## src/rtl/div_seq.sv

```systemverilog
// Iterative radix-2 restoring divider for DIV/DIVU in the execute stage.
// Optional macro DIV_EARLY_EXIT_EN: skip iteration when |dividend| < |divisor|.
//
// state    | meaning
// S_IDLE   | waiting for a divide request; operands latched on accept
// S_BYZERO | divisor was zero; build the fixed by-zero result
// S_ON     | one restoring iteration per cycle, 32 iterations
// S_END    | result valid for one cycle, then back to S_IDLE
module div_seq #(
   parameter int WIDTH = 32
) (
   input  logic                 clk,
   input  logic                 rst,
   input  logic                 start_i,
   input  logic                 signed_i,
   input  logic [WIDTH-1:0]     opdata1_i,
   input  logic [WIDTH-1:0]     opdata2_i,
   input  logic                 annul_i,
   output logic                 stall_o,
   output logic                 ready_o,
   output logic [2*WIDTH-1:0]   result_o
);

   typedef enum logic [1:0] {S_IDLE, S_BYZERO, S_ON, S_END} state_t;

   state_t             state;
   logic [2*WIDTH:0]   work;
   logic [WIDTH-1:0]   divisor;
   logic [5:0]         cnt;
   logic               negq;
   logic               negr;

   logic [WIDTH-1:0]   abs1;
   logic [WIDTH-1:0]   abs2;
   logic [2*WIDTH:0]   shifted;
   logic [WIDTH+1:0]   diff;
   logic [WIDTH-1:0]   rem;
   logic [WIDTH-1:0]   quo;

   assign abs1    = (signed_i && opdata1_i[WIDTH-1]) ? -opdata1_i : opdata1_i;
   assign abs2    = (signed_i && opdata2_i[WIDTH-1]) ? -opdata2_i : opdata2_i;
   assign shifted = {work[2*WIDTH-1:0], 1'b0};
   // 34-bit difference so the borrow lands in the top bit
   assign diff    = {1'b0, shifted[2*WIDTH:WIDTH]} - {2'b00, divisor};

   assign ready_o = (state == S_END);
   assign stall_o = start_i & ~ready_o & ~annul_i;
   assign rem     = work[2*WIDTH-1:WIDTH];
   assign quo     = work[WIDTH-1:0];

   always_comb begin
      result_o = '0;
      if (state == S_END) begin
         result_o = {(negr ? -rem : rem), (negq ? -quo : quo)};
      end
   end

   always_ff @(posedge clk or posedge rst) begin
      if (rst) begin
         state   <= S_IDLE;
         work    <= '0;
         divisor <= '0;
         cnt     <= '0;
         negq    <= 1'b0;
         negr    <= 1'b0;
      end else if (annul_i) begin
         state <= S_IDLE;
      end else begin
         case (state)
            S_IDLE: begin
               if (start_i) begin
                  divisor <= abs2;
                  cnt     <= '0;
                  negq    <= signed_i & (opdata1_i[WIDTH-1] ^ opdata2_i[WIDTH-1]);
                  negr    <= signed_i & opdata1_i[WIDTH-1];
                  if (opdata2_i == '0) begin
                     // by-zero result keeps the raw dividend and skips sign fixup
                     work  <= {{(WIDTH+1){1'b0}}, opdata1_i};
                     negq  <= 1'b0;
                     negr  <= 1'b0;
                     state <= S_BYZERO;
                  end
`ifdef DIV_EARLY_EXIT_EN
                  else if (abs1 < abs2) begin
                     work  <= {1'b0, abs1, {WIDTH{1'b0}}};
                     state <= S_END;
                  end
`endif
                  else begin
                     work  <= {{(WIDTH+1){1'b0}}, abs1};
                     state <= S_ON;
                  end
               end
            end
            S_BYZERO: begin
               work  <= {1'b0, work[WIDTH-1:0], {WIDTH{1'b1}}};
               state <= S_END;
            end
            S_ON: begin
               if (!diff[WIDTH+1]) begin
                  work <= {diff[WIDTH:0], shifted[WIDTH-1:1], 1'b1};
               end else begin
                  work <= shifted;
               end
               cnt <= cnt + 6'd1;
               if (cnt == 6'd31) begin
                  state <= S_END;
               end
            end
            S_END: begin
               state <= S_IDLE;
            end
            default: state <= S_IDLE;
         endcase
      end
   end

endmodule

```

## config.mk

```make
export PLATFORM = sky130hd
export DESIGN_NAME = div_seq
export DESIGN_NICKNAME = d
export VERILOG_FILES = /design/src/rtl/div_seq.sv
export SDC_FILE = /design/constraint.sdc
export NUM_CORES = 1
export LEC_CHECK = 0
export ABC_AREA = 1
export CAP_MARGIN = 20
export CORE_MARGIN = 1
export CORE_UTILIZATION = 55
export CTS_CLUSTER_DIAMETER = 120
export DETAILED_ROUTE_END_ITERATION = 12
export HOLD_SLACK_MARGIN = 0.12
export PLACE_DENSITY_LB_ADDON = 0.12
export SETUP_SLACK_MARGIN = 0.2
export SLEW_MARGIN = 0
export SYNTH_ARGS = -nofsm -noshare
export SYNTH_HDL_FRONTEND = slang
export SYNTH_SLANG_ARGS = --single-unit
```

## constraint.sdc

```tcl
create_clock -name clk -period 4.5 [get_ports clk]
set_input_delay 0.45 -clock clk [delete_from_list [all_inputs] [get_ports clk]]
set_output_delay 0.45 -clock clk [all_outputs]
set_load 0.01 [all_outputs]
```

==> flow_summary_export.csv <==
group,metric,value,unit
cells_and_area,finalNetCount,2168,
clock_network,cts_sinks,106,
cells_and_area,area_delta_synth_final,15.75,%
clock_network,path_clk_slew,80,ps
sta,fmaxAchievable,280.0,MHz
yosys,syn-num-nets,2075,
yosys,synth_edf_count,0,
global_route,antenna_found_initial,1,
flow_run,max_cap_viol_count,0,
die,io_pins,135,
die,dieArea,21300,sq um
min_path,worstHoldPathType,"in -> async",
detailed_routing,drc_errors,0,
clock_network,root_buffer,"clkbuf_16",
clock_network,tritoncts,"done",
die,core_area,20300,sq um
yosys,yosysUniqueCellTypes,51,
clock_network,cts-buffers-inserted,9,
yosys,synthArstFlopShare,100.0,%
global_route,grt_overflow_total,0,
place,place_congestion,1.005,
yosys,netlist_instances,1964,
detailed_routing,wirelength,38.90,mm
setup_path,start_kind,"flop",
yosys,synth_top_area_share,23.27,%
clock_network,holdBufCountCts,0,
detailed_routing,viasPerCell,5.626,
setup_path,arrival,3120,ps
die,rows,52,
sta,worst_slack,928.4,ps
cells_and_area,drive_gt1_share,3.783,%
sta,finClkSkew,13.20,ps
place,hpwl,30.82,mm
setup_path,r2r_end,"work[24]$_DFFE_PP0P_",
yosys,ys_ff_latch,106,
global_route,grt_pass1_wl,61.90,mm
clock_network,clk_latency,360,ps
setup_path,slowest_delay,560,ps
status,status,"finished clean",
sta,worst_pin_slew,807.4,ps
die,start_util,56.15,%
sta,slew_viol_final,0,
setup_path,cpMostUsedCell,"nand3_1",
cells_and_area,num-fill-cells,1975,
yosys,synthFlopType,"dfrtp_1",
sta,maxSlewHeadroom,46.12,%
clock_network,clockBufferDepth,2,
die,die_width,146.0,um
sta,rsz0062_at_grt,"no",
setup_path,slowest_stage,"clkdlybuf4s50_1",
clock_network,htreeDepth,3,
setup_path,crit_type,"reg -> out",
global_route,grt_max_degree,65,
detailed_routing,wl_per_cell,16.68,um
sta,tns,0,ps
sta,setup_viol,0,
place,numPortBuffers,134,
global_route,grt_use_total,36.99,%
setup_path,worstPathCellList,"inv_1 > ha_1 > nand3_1 > nor2_1 > nand2_1 > nor2_2 > nand3_1 > o21ai_1 > o21ai_0 > a21oi_1 > clkdlybuf4s50_1",
power,power.density,618.8,nW/um^2
die,fp.dieH,146.0,um
yosys,syn_area_per_cell,5.803,sq um
power,leakage,6.777,nW
place,preCtsSetupSlack,1241,ps
clock_network,cts_resized,0,
sta,post-route-min-period,3572,ps
setup_path,crit_path_end_kind,"output pin",
detailed_routing,ant_nets,0,
power,irDropWorstVdd,0.2694,mV
setup_path,worst-path-max-fanout,5,
sta,final.period_utilization,79.37,%
cells_and_area,diodes,0,
detailed_routing,drtIter0Drc,1240,
clock_network,post_cts_buffers,0,
yosys,synth_area_leaders,"dfrtp_1 (23%), nand2_1 (20%), inv_1 (9.6%)",
yosys,synth_area,11400,sq um
setup_path,required,4050,ps
detailed_routing,vias,13119,
yosys,synth_warnings,0,
setup_path,ff2ff_path_depth,9,
global_route,first_global_vias,11791,
setup_path,ff2ff_setup_slack,1160,ps
yosys,seq_area_frac_synth,23.27,%
sta,hold_viol,0,
setup_path,r2r_start,"state[0]$_DFFE_PP0P_",
yosys,synth_top_cell_by_area,"dfrtp_1",
detailed_routing,drt_first_pass_iters,5,
flip-flops by register name (all words and copies together) (netlist names):
name / count
negr: 1
work: 64
divisor: 32
cnt: 6
state: 2
negq: 1
Yosys cell counts (all sizes together) (27+ instances only):
master and n:
buf 27, o21ai 151, nand2 620, dfrtp 106, nand3 173, nor2 191, ha 41, nor3 45
inv 295, xor2 28, clkbuf 40, a21oi 127
report_power, final:
group          total [mW]  switching [mW]  internal (mW)
registers            1.79           0.462           1.33
logic                5.58            3.83           1.76
clock network       0.785           0.399          0.386
kinds of logic (layout without fill, tap and decap cells):
family	after synthesis	after routing	synth area share [%]
flip-flops	106	106	23.27
XOR/XNOR	44	44	3.381
AO/OA/AOI/OAI	327	327	15.57
AND/OR/NAND/NOR	1079	1079	40.44
adder cells (fa/ha/maj)	42	42	4.677
buffers and inverters	366	464	12.66
layer usage:
metal	global-route usage [%]	vias to the layer above	wire length, um
li1	-	6480	-
met1	53.29	5934	17300
met2	57.01	625	16960
met3	4.859	78	3516
met4	12.05	2	1113
met5	0	-	13
how the worst max path moves through the flow:
| stage | start | to | slack [ps] | depth (start not counted) |
|---|---|---|---|---|
| 2_1_floorplan | rst | cnt[0]$_DFFE_PP0P_ | 1260 | 1 |
| 3_3_place_gp | state[0]$_DFFE_PP0P_ | work[21]$_DFFE_PP0P_ | 1320 | 10 |
| 3_5_place_dp | state[0]$_DFFE_PP0P_ | work[24]$_DFFE_PP0P_ | 1240 | 9 |
| 4_1_cts | work[32]$_DFFE_PP0P_ | result_o[56] | 970 | 11 |
| 5_1_grt | work[32]$_DFFE_PP0P_ | result_o[60] | 710 | 11 |
| 6_report | work[32]$_DFFE_PP0P_ | result_o[56] | 930 | 11 |
cell usage in the layout, fill, tap and decap left out, types with 3 or more instances in the layout:
cell type	netlist	layout
nand3b_1	5	5
inv_1	292	291
nand4_1	25	25
or2_2	3	3
clkinvlp_4	0	3
o21ai_0	129	129
inv_2	3	3
nor2_4	3	4
o21a_1	3	3
dfrtp_1	106	106
ha_1	41	39
xnor2_1	16	16
nor4_1	8	8
clkinv_1	4	4
o21bai_1	5	5
o31ai_1	5	5
a2bb2oi_1	3	3
nand2_2	9	9
xor2_1	28	28
nor2_2	9	9
a22oi_1	20	20
a21oi_1	125	125
nand2_1	610	610
nor3_1	37	37
nor3_2	6	6
clkbuf_16	0	9
and2_1	3	3
a31oi_1	4	4
nor2_1	179	178
buf_4	3	14
clkdlybuf4s50_1	0	134
nand3_1	171	171
o21ai_1	20	20
layout make-up:
| class | instances | area [sq um] | area share [%] |
|---|---|---|---|
| Sequential cell | 106 | 2653 | 20.11 |
| Multi-Input combinational cell | 1492 | 7315 | 55.44 |
| Clock inverter | 7 | 63.81 | 0.4837 |
| Inverter | 299 | 1125 | 8.526 |
| Clock buffer | 9 | 225.2 | 1.707 |
| Timing Repair Buffer | 149 | 1474 | 11.17 |
| Tap cell | 270 | 337.8 | 2.561 |
stage by stage:
| step | hold slack [ps] | util, % | power (mW) | instances | cell area, sq um |
|---|---|---|---|---|---|
| floorplan | 449.1 | - | 5.686 | 1964 | 11400 |
| global placement | 467.1 | 63.43 | 7.123 | 2315 | 12880 |
| detailed placement | 473.0 | 63.57 | 7.210 | 2316 | 12900 |
| CTS | 495.1 | 64.99 | 8.013 | 2332 | 13190 |
| global route | 523.7 | 64.99 | 8.914 | 2332 | 13190 |
| finish | 495.7 | 64.99 | 8.164 | 2332 | 13190 |
worst max-delay path: cells and delay by family (launching register included):
family	cells	cell delay [ps]
simple gates	5	840
fa+ha+maj	1	180
flops	1	500
compound gates	3	540
buf+inv	2	710
(Power assumes the default switching activity.)
